`config.mk`:
```
export PLATFORM = sky130hd
export DESIGN_NAME = apb_reg_slave
export DESIGN_NICKNAME = d
export VERILOG_FILES = /design/src/rtl/apb_slv_pkg.sv /design/src/rtl/apb_slv_regbank.sv /design/src/rtl/apb_reg_slave.sv
export SDC_FILE = /design/constraint.sdc
export NUM_CORES = 1
export LEC_CHECK = 0
export ABC_AREA = 1
export BUFFER_PORTS_ARGS = -buffer_cell sky130_fd_sc_hd__buf_2
export CAP_MARGIN = 20
export CORE_MARGIN = 2
export CORE_UTILIZATION = 25
export DETAILED_ROUTE_END_ITERATION = 12
export HOLD_SLACK_MARGIN = 0.12
export MAX_ROUTING_LAYER = met4
export SETUP_SLACK_MARGIN = 0.05
export SYNTH_ARGS = -nofsm -noshare
export SYNTH_HDL_FRONTEND = slang
export SYNTH_SLANG_ARGS = --single-unit
```
`constraint.sdc`:
```
create_clock -name pclk -period 3.99 [get_ports pclk]
set_input_delay 0.1995 -clock pclk [delete_from_list [all_inputs] [get_ports pclk]]
set_output_delay 0.1995 -clock pclk [all_outputs]
set_load 0.01 [all_outputs]
```
`src/rtl/apb_slv_pkg.sv`:
```
// Shared widths, FSM state type and register reset value for the APB register slave.
package apb_slv_pkg;

    localparam int unsigned ADDR_W = 12;
    localparam int unsigned DATA_W = 32;
    localparam int unsigned STRB_W = 4;
    localparam int unsigned CNT_W  = 4;
    localparam int unsigned IDX_W  = ADDR_W - 2;

    localparam logic [DATA_W-1:0] REG_RESET = 32'h0;

    typedef enum logic {
        IDLE,
        ACCESS
    } state_t;

endpackage

```
`src/rtl/apb_slv_regbank.sv`:
```
// Register storage, byte-lane write logic and read mux for the APB register slave.
// Define APB_SLV_PSTRB_EN to honour pstrb byte lanes; otherwise writes replace the full word.
module apb_slv_regbank
    import apb_slv_pkg::*;
#(
    parameter int unsigned NUM_REGS = 8
) (
    input  logic                       clk,
    input  logic                       rst_n,
    input  logic                       wr_en,
    input  logic [IDX_W-1:0]           wr_idx,
    input  logic [DATA_W-1:0]          wr_data,
    input  logic [STRB_W-1:0]          wr_strb,
    input  logic [IDX_W-1:0]           rd_idx,
    output logic [DATA_W-1:0]          rd_data,
    output logic [NUM_REGS*DATA_W-1:0] regs
);

    logic [DATA_W-1:0] mem [NUM_REGS];

`ifndef APB_SLV_PSTRB_EN
    logic unused_strb;
    assign unused_strb = ^wr_strb;
`endif

    // Index compares in loops keep wide word indices away from narrow array selects.
    always_ff @(posedge clk or negedge rst_n) begin
        if (!rst_n) begin
            for (int unsigned i = 0; i < NUM_REGS; i++) begin
                mem[i] <= REG_RESET;
            end
        end else if (wr_en) begin
            for (int unsigned i = 0; i < NUM_REGS; i++) begin
                if (wr_idx == IDX_W'(i)) begin
`ifdef APB_SLV_PSTRB_EN
                    for (int unsigned b = 0; b < STRB_W; b++) begin
                        if (wr_strb[b]) begin
                            mem[i][8*b +: 8] <= wr_data[8*b +: 8];
                        end
                    end
`else
                    mem[i] <= wr_data;
`endif
                end
            end
        end
    end

    always_comb begin
        rd_data = '0;
        for (int unsigned i = 0; i < NUM_REGS; i++) begin
            if (rd_idx == IDX_W'(i)) begin
                rd_data = mem[i];
            end
        end
    end

    always_comb begin
        regs = '0;
        for (int unsigned i = 0; i < NUM_REGS; i++) begin
            regs[DATA_W*i +: DATA_W] = mem[i];
        end
    end

endmodule

```
`src/rtl/apb_reg_slave.sv`:
```
// APB register slave: IDLE/ACCESS FSM, wait-state counter, error decode and registered response.
// Byte-lane strobes are honoured only when APB_SLV_PSTRB_EN is defined.
module apb_reg_slave
    import apb_slv_pkg::*;
#(
    parameter int unsigned NUM_REGS    = 8,
    parameter int unsigned WAIT_CYCLES = 1
) (
    input  logic                       pclk,
    input  logic                       rst_n,
    input  logic [ADDR_W-1:0]          paddr,
    input  logic                       psel,
    input  logic                       penable,
    input  logic                       pwrite,
    input  logic [DATA_W-1:0]          pwdata,
    input  logic [STRB_W-1:0]          pstrb,
    input  logic [2:0]                 pprot,
    output logic                       pready,
    output logic [DATA_W-1:0]          prdata,
    output logic                       pslverr,
    output logic [NUM_REGS*DATA_W-1:0] regs_o
);

    localparam logic [IDX_W-1:0] REG_LIMIT = IDX_W'(NUM_REGS);
    localparam logic [CNT_W-1:0] WAIT_LOAD = CNT_W'(WAIT_CYCLES);

    state_t              state_q, state_d;
    logic [CNT_W-1:0]    cnt_q, cnt_d;
    logic [ADDR_W-1:0]   addr_q, addr_d;
    logic                write_q, write_d;
    logic [DATA_W-1:0]   wdata_q, wdata_d;
    logic [STRB_W-1:0]   strb_q, strb_d;
    logic                ready_d, err_d;
    logic [DATA_W-1:0]   rdata_d;
    logic                wr_en;
    logic [ADDR_W-1:0]   addr_sel;
    logic                write_sel, acc_err;
    logic [DATA_W-1:0]   rd_data;
    logic                unused_prot;

    assign unused_prot = ^pprot;

    // The response is registered, so on the setup edge it is decoded from the live bus.
    assign addr_sel  = (state_q == IDLE) ? paddr  : addr_q;
    assign write_sel = (state_q == IDLE) ? pwrite : write_q;
    assign acc_err   = (addr_sel[1:0] != 2'b00) || (addr_sel[ADDR_W-1:2] >= REG_LIMIT);

    always_ff @(posedge pclk or negedge rst_n) begin
        if (!rst_n) begin
            state_q <= IDLE;
            cnt_q   <= '0;
            addr_q  <= '0;
            write_q <= 1'b0;
            wdata_q <= '0;
            strb_q  <= '0;
            pready  <= 1'b0;
            prdata  <= '0;
            pslverr <= 1'b0;
        end else begin
            state_q <= state_d;
            cnt_q   <= cnt_d;
            addr_q  <= addr_d;
            write_q <= write_d;
            wdata_q <= wdata_d;
            strb_q  <= strb_d;
            pready  <= ready_d;
            prdata  <= rdata_d;
            pslverr <= err_d;
        end
    end

    always_comb begin
        state_d = state_q;
        cnt_d   = cnt_q;
        addr_d  = addr_q;
        write_d = write_q;
        wdata_d = wdata_q;
        strb_d  = strb_q;
        ready_d = 1'b0;
        rdata_d = '0;
        err_d   = 1'b0;
        wr_en   = 1'b0;
        case (state_q)
            IDLE: begin
                if (psel && !penable) begin
                    state_d = ACCESS;
                    addr_d  = paddr;
                    write_d = pwrite;
                    wdata_d = pwdata;
                    strb_d  = pstrb;
                    cnt_d   = WAIT_LOAD;
                    ready_d = (WAIT_LOAD == '0);
                end
            end
            ACCESS: begin
                if (!psel || !penable) begin
                    state_d = IDLE;
                    cnt_d   = '0;
                end else if (pready) begin
                    state_d = IDLE;
                    cnt_d   = '0;
                    wr_en   = write_q && !acc_err;
                end else begin
                    if (cnt_q != '0) begin
                        cnt_d = cnt_q - 1'b1;
                    end
                    ready_d = (cnt_q == CNT_W'(1));
                end
            end
            default: state_d = IDLE;
        endcase
        if (ready_d) begin
            err_d   = acc_err;
            rdata_d = (!acc_err && !write_sel) ? rd_data : '0;
        end
    end

    apb_slv_regbank #(
        .NUM_REGS(NUM_REGS)
    ) u_regbank (
        .clk     (pclk),
        .rst_n   (rst_n),
        .wr_en   (wr_en),
        .wr_idx  (addr_q[ADDR_W-1:2]),
        .wr_data (wdata_q),
        .wr_strb (strb_q),
        .rd_idx  (addr_sel[ADDR_W-1:2]),
        .rd_data (rd_data),
        .regs    (regs_o)
    );

endmodule

```
==> flow_summary.json <==
{
  "netlist_area_um2": 16000,
  "holdWs_ns": 0.202,
  "areaGrowthSynthToFinish_pct": 28.5,
  "rsz0062_at_grt": "false",
  "grt_max_degree": 116,
  "p_leak_nw": 10.3,
  "overflow": 0,
  "synth_cell_types": 25,
  "ios": 346,
  "cts-root-buf": "clkbuf_16",
  "ant_nets": 0,
  "clk_latency_ns": 0.55,
  "r2r_start": "state_q$_DFF_PN0_",
  "dieArea_um2": 66200,
  "vias": 14000,
  "hp-class": "in -> reg",
  "io_buffer_count": 338,
  "cp-start-kind": "register",
  "seqCellArea_um2": 8510,
  "p_sw_frac": 0.244,
  "p_int_w": 0.00597,
  "crit_path_start": "state_q$_DFF_PN0_",
  "gp_congestion": 0.797,
  "clockPowerShare": 0.479,
  "yosysSeqAreaShare": 0.531,
  "setup_tns_ns": 0,
  "start_util": 0.254,
  "drtPass1Iterations": 5,
  "syn_avg_cell_area_um2": 7.71,
  "fillCellCount": 6703,
  "power.density_nw_per_um2": 383,
  "worstPathArrival_ns": 3.80,
  "cts_buffer_depth": 3,
  "cts_setup_buffers": 0,
  "seqPwrFrac": 0.474,
  "dp_hpwl_mm": 37.6,
  "clk_pin_slew_ns": 0.05,
  "rr_worst_depth": 8,
  "wl_mm": 58.4,
  "avgViaCountPerCell": 4.22,
  "antenna_found_initial": 5,
  "layout_min_cycle_time_ns": 3.37,
  "synth_cells": 2080,
  "setup_violations": 0,
  "fp.dieH_um": 257,
  "slew_headroom": 0.367,
  "multiInputGateArea_um2": 5140,
  "critical_path_class": "reg -> reg",
  "coreArea_um2": 63200,
  "die_x_um": 257,
  "ir_worst_vdd_mv": 0.244,
  "worst_pin_slew_ns": 0.950,
  "fin_skew_ns": 0.0113,
  "outcome": "completed",
  "cts_num_sinks": 340,
  "r2r-end": "u_regbank.regs[235]$_DFFE_PN0P_",
  "finalHoldViolCount": 0,
  "fin_crit_sh": 0.844,
  "h-tree-depth": 2,
  "numCtsBuffers": 42,
  "ys_ff_latch": 340,
  "grt_pass1_vias": 13500,
  "drc": 0,
  "row_count": 92,
  "wl_per_cell_um": 17.6,
  "regToRegSetupSlack_ns": 0.62,
  "fmax_mhz": 297,
  "post-route-util": 0.326,
  "finalNetCount": 2509,
  "netSwitchingPower_w": 0.00193,
  "grt_pass1_wl_mm": 86.8,
  "end_kind": "register",
  "grt_usage": 0.180,
  "cts_tree": "done",
  "maxCapViolations": 0,
  "yosys_warnings": 0,
  "layout-drive-gt1-share": 0.194,
  "required_ns": 4.42,
  "setup.worst_path.end": "u_regbank.regs[235]$_DFFE_PN0P_",
  "synth_nets": 2138,
  "pwr-share-comb": 0.047,
  "slew_violations": 0,
  "drtIter0Drc": 937,
  "crit_fanout": 64
}
power by group through the flow:
stage	logic (W)	registers [W]	clock network [W]
4_1_cts	0.000380	0.00374	0.00390
2_1_floorplan	0.000182	0.00370	0
3_5_place_dp	0.000342	0.00380	0
5_1_grt	0.000419	0.00376	0.00403
3_3_place_gp	0.000337	0.00380	0
6_report	0.000371	0.00374	0.00378
metrics by stage:
| stage | std cells | setup slack [ns] | instance area [µm²] | power [W] |
|---|---|---|---|---|
| after floorplan | 2080 | 1.81 | 16000 | 0.00389 |
| after global placement | 3206 | 0.609 | 18800 | 0.00414 |
| after detailed placement | 3206 | 0.604 | 18800 | 0.00414 |
| after CTS | 3319 | 0.576 | 20600 | 0.00802 |
| after global routing | 3321 | 0.307 | 20600 | 0.00821 |
| final | 3321 | 0.624 | 20600 | 0.00790 |
synthesized netlist by cell type:
cell / n / area share
inv_1: 569 / 0.13
nand2_1: 524 / 0.12
dfrtp_1: 340 / 0.53
o21ai_0: 302 / 0.094
a21oi_1: 69 / 0.022
clkbuf_1: 57 / 0.013
nand3_1: 45 / 0.014
nor2_1: 39 / 0.0091
mux2_2: 35 / 0.025
buf_2: 27 / 0.0084
nand4_1: 26 / 0.010
o21ai_1: 16 / 0.0050
nor3_1: 11 / 0.0034
nand2_2: 8 / 0.0031
ha_1: 2 / 0.0016
a31oi_1: 1 / 0.00039
and3_1: 1 / 0.00039
buf_4: 1 / 0.00047
clkbuf_2: 1 / 0.00031
inv_2: 1 / 0.00023
nor3_2: 1 / 0.00062
nor4_4: 1 / 0.0013
o22ai_1: 1 / 0.00039
o31ai_1: 1 / 0.00047
xnor2_1: 1 / 0.00055
placed cells by master (no fill, tap or decap), drive strengths merged, types with 39 or more instances in the layout:
| master | n |
|---|---|
| a21oi | 69 |
| nor2 | 39 |
| nand2 | 532 |
| clkbuf | 58 |
| buf | 366 |
| o21ai | 318 |
| dfrtp | 340 |
| nand3 | 45 |
| inv | 571 |
| dlygate4sd3 | 47 |
worst max-delay path, cell delays in order (launching register included):
cell	delay, ns
dfrtp_1	0.69
inv_1	0.38
o31ai_1	0.47
nand3_1	0.23
nor4_4	0.17
buf_4	0.28
nand2_4	0.51
o21ai_0	0.40
inv_1	0.07
worst min path at each step:
stage	startpoint	end	cells past startpoint
CTS	penable	cnt_q[3]$_DFFE_PN0P_	5
floorplan	rst_n	addr_q[0]$_DFFE_PN0P_	0
detailed placement	rst_n	prdata[24]$_DFF_PN0_	1
global route	penable	cnt_q[3]$_DFFE_PN0P_	5
global placement	rst_n	prdata[24]$_DFF_PN0_	1
finish	penable	cnt_q[3]$_DFFE_PN0P_	5
registers in the layout (all words and copies together) (netlist names), 4 cells and up:
register / flops
addr_q: 12
cnt_q: 4
u_regbank.regs: 256
prdata: 32
wdata_q: 32
kinds of logic (layout without fill, tap and decap cells):
| kind of cell | after synthesis | count (layout) | synth area share |
|---|---|---|---|
| other | 0 | 2 | 0 |
| AOI/OAI and AO/OA | 390 | 390 | 0.122 |
| and+or+nand+nor | 656 | 656 | 0.165 |
| muxes | 35 | 35 | 0.0246 |
| buffers and inverters | 656 | 1049 | 0.156 |
| adders and majority gates | 2 | 2 | 0.00156 |
| xor gates and xnor gates | 1 | 1 | 0.000546 |
| DFF | 340 | 340 | 0.531 |
layer usage:
metal	GRT usage	vias up	share of wire
met3	0.0402	77	0.071
met1	0.232	6530	0.44
met5	-	-	0
met2	0.287	458	0.46
li1	-	6961	-
met4	0.0434	0	0.022
timing repair:
action | in CTS | in global routing
hold buffers | 47 | 0
hold endpoints to repair | 156 | 0
resized for setup | 0 | 0
area by class of cell:
class	instances	area share
diodes	2	0.000243
clock buffers	58	0.0583
clock inverters	8	0.00595
inverters	570	0.104
multi-input cells	1084	0.249
flip-flops and latches	340	0.413
well taps	846	0.0514
repair buffers	413	0.118
No activity file was read; power rests on OpenSTA's default activity.
